<file path="config.mk">
export PLATFORM = sky130hd
export DESIGN_NAME = sdio_data_packer
export DESIGN_NICKNAME = d
export VERILOG_FILES = /design/src/rtl/sdio_pkg.sv /design/src/rtl/sdio_crc16.sv /design/src/rtl/sdio_data_packer.sv
export SDC_FILE = /design/constraint.sdc
export NUM_CORES = 1
export LEC_CHECK = 0
export ABC_CLOCK_PERIOD_IN_PS = 10100
export CELL_PAD_IN_SITES_DETAIL_PLACEMENT = 1
export CELL_PAD_IN_SITES_GLOBAL_PLACEMENT = 2
export CORE_MARGIN = 1
export CORE_UTILIZATION = 38
export CTS_BUF_LIST = sky130_fd_sc_hd__clkbuf_2 sky130_fd_sc_hd__clkbuf_4 sky130_fd_sc_hd__clkbuf_8
export DETAILED_ROUTE_END_ITERATION = 12
export DONT_BUFFER_PORTS = 1
export PLACE_DENSITY = 0.81
export SLEW_MARGIN = 25
export SYNTH_ARGS = -nofsm -noshare
export SYNTH_HDL_FRONTEND = slang
export SYNTH_SLANG_ARGS = --single-unit
</file>
<file path="constraint.sdc">
create_clock -name ACLK -period 10.1 [get_ports ACLK]
set_input_delay 2.02 -clock ACLK [delete_from_list [all_inputs] [get_ports ACLK]]
set_output_delay 2.02 -clock ACLK [all_outputs]
set_load 0.02 [all_outputs]
</file>
<file path="src/rtl/sdio_pkg.sv">
// Shared definitions for the SD data-line packer: FSM states, CRC16 polynomial, error bit map.
package sdio_pkg;

  typedef enum logic [2:0] {
    ST_IDLE       = 3'd0,
    ST_WAIT_START = 3'd1,
    ST_DATA       = 3'd2,
    ST_CRC        = 3'd3,
    ST_END_BIT    = 3'd4,
    ST_DONE       = 3'd5
  } sdio_state_t;

  // CRC16-CCITT, x^16 + x^12 + x^5 + 1 (x^16 term implicit)
  localparam logic [15:0] CRC16_POLY = 16'h1021;

  // blk_err = {timeout, overrun, crc}
  localparam int unsigned ERR_CRC = 0;
  localparam int unsigned ERR_OVR = 1;
  localparam int unsigned ERR_TMO = 2;

endpackage

</file>
<file path="src/rtl/sdio_crc16.sv">
// Bit-serial CRC16 for one SD DAT line; MSB-first, initial value 0.
module sdio_crc16
  import sdio_pkg::*;
(
  input  logic        i_clk,
  input  logic        i_rst,
  input  logic        i_clr,
  input  logic        i_en,
  input  logic        i_bit,
  output logic [15:0] o_crc
);

  logic w_fb;
  assign w_fb = i_bit ^ o_crc[15];

  // Shift one data bit into the remainder per enabled cycle
  always_ff @(posedge i_clk or posedge i_rst) begin
    if (i_rst) begin
      o_crc <= 16'h0000;
    end else if (i_clr) begin
      o_crc <= 16'h0000;
    end else if (i_en) begin
      o_crc <= {o_crc[14:0], 1'b0} ^ (w_fb ? CRC16_POLY : 16'h0000);
    end
  end

endmodule

</file>
<file path="src/rtl/sdio_data_packer.sv">
// SD 4-bit data block receiver: nibbles -> little-endian 32-bit words with a one-deep output slot.
// Optional per-line CRC16 checking is built when SDIO_CRC_CHECK_EN is defined; otherwise
// the CRC nibbles are skipped and only the end bit is checked.
module sdio_data_packer
  import sdio_pkg::*;
#(
  parameter int unsigned BLOCK_BYTES   = 512,
  parameter int unsigned START_TIMEOUT = 65535
) (
  input  logic        ACLK,
  input  logic        ARESET,
  input  logic        sd_strobe,
  input  logic [3:0]  sd_dat,
  input  logic        blk_arm,
  output logic        busy,
  output logic [31:0] m_tdata,
  output logic        m_tvalid,
  input  logic        m_tready,
  output logic        blk_done,
  output logic [2:0]  blk_err
);

  localparam int unsigned NIB_W = $clog2(2 * BLOCK_BYTES);
  localparam int unsigned TMO_W = $clog2(START_TIMEOUT + 1);

  sdio_state_t      r_state;
  logic [NIB_W-1:0] r_nib_cnt;
  logic [TMO_W-1:0] r_tmo_cnt;
  logic [3:0]       r_crc_cnt;
  logic [31:0]      r_word;
  logic [31:0]      w_word;
  logic             w_crc_bad;

  // The eighth nibble of a word is the low nibble of byte 3
  assign w_word = {r_word[31:28], sd_dat, r_word[23:0]};

`ifdef SDIO_CRC_CHECK_EN
  logic [3:0][15:0] w_crc;
  logic [3:0][15:0] r_rx_crc;
  logic             w_crc_clr;
  logic             w_crc_en;

  assign w_crc_clr = (r_state == ST_IDLE) && blk_arm;
  assign w_crc_en  = (r_state == ST_DATA) && sd_strobe;

  for (genvar g = 0; g < 4; g++) begin : g_crc
    sdio_crc16 u_crc16 (
      .i_clk (ACLK),
      .i_rst (ARESET),
      .i_clr (w_crc_clr),
      .i_en  (w_crc_en),
      .i_bit (sd_dat[g]),
      .o_crc (w_crc[g])
    );
  end

  // Collect the received CRC bits, MSB first, per line
  always_ff @(posedge ACLK or posedge ARESET) begin
    if (ARESET) begin
      r_rx_crc <= '0;
    end else if ((r_state == ST_CRC) && sd_strobe) begin
      for (int i = 0; i < 4; i++) begin
        r_rx_crc[i] <= {r_rx_crc[i][14:0], sd_dat[i]};
      end
    end
  end

  assign w_crc_bad = (w_crc != r_rx_crc);
`else
  assign w_crc_bad = 1'b0;
`endif

  // Block FSM, nibble packing, output slot and error accumulation
  always_ff @(posedge ACLK or posedge ARESET) begin
    if (ARESET) begin
      r_state   <= ST_IDLE;
      r_nib_cnt <= '0;
      r_tmo_cnt <= '0;
      r_crc_cnt <= '0;
      r_word    <= '0;
      busy      <= 1'b0;
      m_tdata   <= '0;
      m_tvalid  <= 1'b0;
      blk_done  <= 1'b0;
      blk_err   <= '0;
    end else begin
      blk_done <= 1'b0;
      if (m_tvalid && m_tready) begin
        m_tvalid <= 1'b0;
      end
      case (r_state)
        ST_IDLE: begin
          if (blk_arm) begin
            r_state   <= ST_WAIT_START;
            r_tmo_cnt <= '0;
            blk_err   <= '0;
            busy      <= 1'b1;
          end
        end
        ST_WAIT_START: begin
          if (sd_strobe) begin
            if (sd_dat == 4'h0) begin
              r_state   <= ST_DATA;
              r_nib_cnt <= '0;
            end else if (r_tmo_cnt == TMO_W'(START_TIMEOUT - 1)) begin
              r_state          <= ST_DONE;
              blk_done         <= 1'b1;
              blk_err[ERR_TMO] <= 1'b1;
            end else begin
              r_tmo_cnt <= r_tmo_cnt + TMO_W'(1);
            end
          end
        end
        ST_DATA: begin
          if (sd_strobe) begin
            r_word[{r_nib_cnt[2:1], ~r_nib_cnt[0], 2'b00} +: 4] <= sd_dat;
            r_nib_cnt <= r_nib_cnt + NIB_W'(1);
            if (r_nib_cnt[2:0] == 3'd7) begin
              // A slot being accepted this cycle is free for the new word
              if (m_tvalid && !m_tready) begin
                blk_err[ERR_OVR] <= 1'b1;
              end else begin
                m_tvalid <= 1'b1;
                m_tdata  <= w_word;
              end
            end
            if (r_nib_cnt == NIB_W'(2 * BLOCK_BYTES - 1)) begin
              r_state   <= ST_CRC;
              r_crc_cnt <= '0;
            end
          end
        end
        ST_CRC: begin
          if (sd_strobe) begin
            r_crc_cnt <= r_crc_cnt + 4'd1;
            if (r_crc_cnt == 4'd15) begin
              r_state <= ST_END_BIT;
            end
          end
        end
        ST_END_BIT: begin
          if (sd_strobe) begin
            if ((sd_dat != 4'hF) || w_crc_bad) begin
              blk_err[ERR_CRC] <= 1'b1;
            end
            r_state  <= ST_DONE;
            blk_done <= 1'b1;
          end
        end
        ST_DONE: begin
          r_state <= ST_IDLE;
          busy    <= 1'b0;
        end
        default: begin
          r_state <= ST_IDLE;
          busy    <= 1'b0;
        end
      endcase
    end
  end

endmodule

</file>
==> flow_summary.ini <==
[route]
route.detailed.wl_per_inst_um = 18.4
route.detailed.drc = 0
drt-pass1-iter-count = 4
detail_route.vias_per_cell = 5.58
route.vias.total = 2945
dr.first_iter.drc_count = 88
route.antenna.remaining_nets = 0
drt_wl_total_mm = 9.73

[final_layout]
antenna-diode-count = 0
areaGrowthSynthToFinish_pct = 6.66
num-nets-final = 397
register_area_um2 = 2480
final.fill_count = 1261
drive_gt1_frac = 0.216
multiInputGateArea_um2 = 1880

[critical_path]
worst-endpoint-required_ns = 10.38
crit_arrival_ns = 3.72
timing.critical_path.to_type = flop
reg2reg_setup_slack_ns = 7.53
worst_setup_path_start_kind = input port
path_class = input port to flop
worst-path-max-fanout = 11

[yosys]
yosysMostFrequentCell = dfrtp_1
yosys_warnings = 0
synth_top_cell_by_area = dfrtp_1
synth_ff_type = dfrtp_1
synth_nets = 402
syn-instance-count = 386
yosys_register_bits = 99
synth-edff-count = 0
synth.cells.most_frequent = dfrtp_1, mux2_2, nand2_1
synthesis.area_per_instance_um2 = 11.6
synthArstFlopShare = 1.00
synth.yosys.seq_area_share = 0.554
yosys-top-cells-area = dfrtp_1, mux2_2, nand2_1
syn_area_um2 = 4470
yosys.area.top_type_share = 0.554
ys_types = 45

[status]
run_status = completed

[clock_network]
cts_htree_levels = 3
ctsRootBufferMaster = clkbuf_8
tritoncts_num_sinks = 99
post_cts_resize_count = 0
clk_latency_ns = 0.38
hold_buffers = 0
cts_tree = done
number_of_post_cts_setup_repair_buffers = 0
cts_inserted_buffers = 9
clk_transition_reported_paths_ns = 0.09
maximum_clock_insertion_buffer_count = 2

[flow_run]
max-cap-violations = 0

[timing]
finalWorstPathRequiredPeriod_ns = 3.43
slew_headroom = 0.396
max_freq_mhz = 291
setup_violations = 0
finClkSkew_ns = 0.00758
totalNegativeSetupSlack_ns = 0
period_share = 0.340
worstMarginPinSlew_ns = 0.900
grt_setup_unrepaired = no
setup_slack_ns = 6.67
report.final.hold_viol_count = 0
timing.final.max_slew_violations = 0

[floorplan]
chipWidth_um = 110
placement_rows = 39
die_y_um = 110
core_area_um2 = 11400
initial_utilization = 0.392
io-pin-count = 47
floorplan.die_area_um2 = 12200

[power_and_ir_drop]
power_leakage_nw = 2.24
vdd_drop_max_v = 0.0000965
power.density_cell_area_nw_per_um2 = 201

[global_routing]
grtUsageTotal = 0.170
grt_max_degree = 83
wire_length_of_the_first_global_routing_pass_mm = 16.3
grt_overflow_total = 0
grt_pass1_vias = 3154
antenna_violations_before_repair = 0

[placed_design]
gp_routability_congestion = 0.764
detailed_place_hpwl_mm = 6.76
pre_cts_slack_ns = 6.26
port-buffer-count = 0

[worst_hold_path]
min-delay-path-class = flop to flop
==> flip-flops by register name (all words and copies together), names as in the netlist <==
name and cells:
r_word 28, busy 1, m_tvalid 1, r_state 3, blk_done 1, r_nib_cnt 10
blk_err 3, r_crc_cnt 4, r_tmo_cnt 16, m_tdata 32
==> through the flow <==
stage | power [mW] | instances | util | area [µm²] | hold slack, ns
6_report | 0.960 | 528 | 0.418 | 4770 | 0.512
2_1_floorplan | 0.678 | 386 | - | 4470 | 0.446
3_5_place_dp | 0.732 | 513 | 0.402 | 4590 | 0.493
3_3_place_gp | 0.720 | 513 | 0.402 | 4590 | 0.484
4_1_cts | 0.972 | 528 | 0.417 | 4760 | 0.518
5_1_grt | 1.02 | 528 | 0.418 | 4770 | 0.530
==> report_power, final <==
| part | total (mW) | switching [mW] | internal, mW |
|---|---|---|---|
| clock network | 0.238 | 0.141 | 0.0963 |
| registers | 0.527 | 0.0746 | 0.452 |
| logic | 0.196 | 0.111 | 0.0841 |
| total | 0.960 | 0.328 | 0.632 |
==> metal layers <==
layer,vias to the layer above,share of wire,track usage,routed length (µm)
met3,9,0.053,0.0516,513
met1,1516,0.45,0.210,4370
met4,0,0.017,0.0747,161
met2,51,0.48,0.273,4680
met5,-,0,0,0
li1,1369,-,-,-
==> worst max-delay path, cell delays in order <==
cell and delay [ns]:
nand2b_4 0.05, or3_1 0.47, a21oi_1 0.69, nand3_1 0.21, o31ai_1 0.26
==> cell families (layout without fill, tap and decap cells) <==
| family | count (synthesis) | count (layout) | synth area share |
|---|---|---|---|
| XOR/XNOR | 8 | 8 | 0.0157 |
| AO/OA/AOI/OAI | 55 | 55 | 0.0733 |
| buffers and inverters | 27 | 26 | 0.0255 |
| AND/OR/NAND/NOR | 127 | 127 | 0.154 |
| adder cells (fa/ha/maj) | 7 | 7 | 0.0196 |
| flip-flops | 99 | 99 | 0.554 |
| multiplexers | 63 | 63 | 0.158 |
==> placed cells by master, fill, tap and decap left out, drive strengths merged, types with 2 or more instances in the layout <==
cell	count
and3	7
nor2b	4
dfrtp	99
a21oi	14
a31oi	2
clkinv	5
inv	9
or4b	2
o211ai	2
xor2	8
nor2	19
buf	2
or3	8
nor4	3
nand3	22
nand2b	5
nand2	31
a211oi	4
o31ai	4
or4	2
o21ai	21
clkbuf	10
nand4	10
ha	7
mux2i	3
and4	3
nor3	5
mux2	60
and2	2
==> layout make-up <==
type | instances | share of cell area
clock buffer | 10 | 0.0289
clock inverter | 5 | 0.00840
timing repair buffer | 2 | 0.00394
sequential | 99 | 0.520
inverter | 9 | 0.00761
multi-input combinational | 260 | 0.394
tap | 143 | 0.0375
==> path summary, 6_finish.rpt <==
check | start | end | cells past startpoint
setup reg to reg | r_state[0] | r_tmo_cnt[10] | 5
hold / removal | r_word[19] | r_word[19] | 1
hold reg to reg | r_word[19] | r_word[19] | 1
min in group asynchronous | ARESET | r_tmo_cnt[11] | 1
setup / recovery | sd_strobe | r_tmo_cnt[10] | 5
max in group asynchronous | ARESET | r_word[8] | 2
Note: power is estimated with default switching activity, not from simulation.
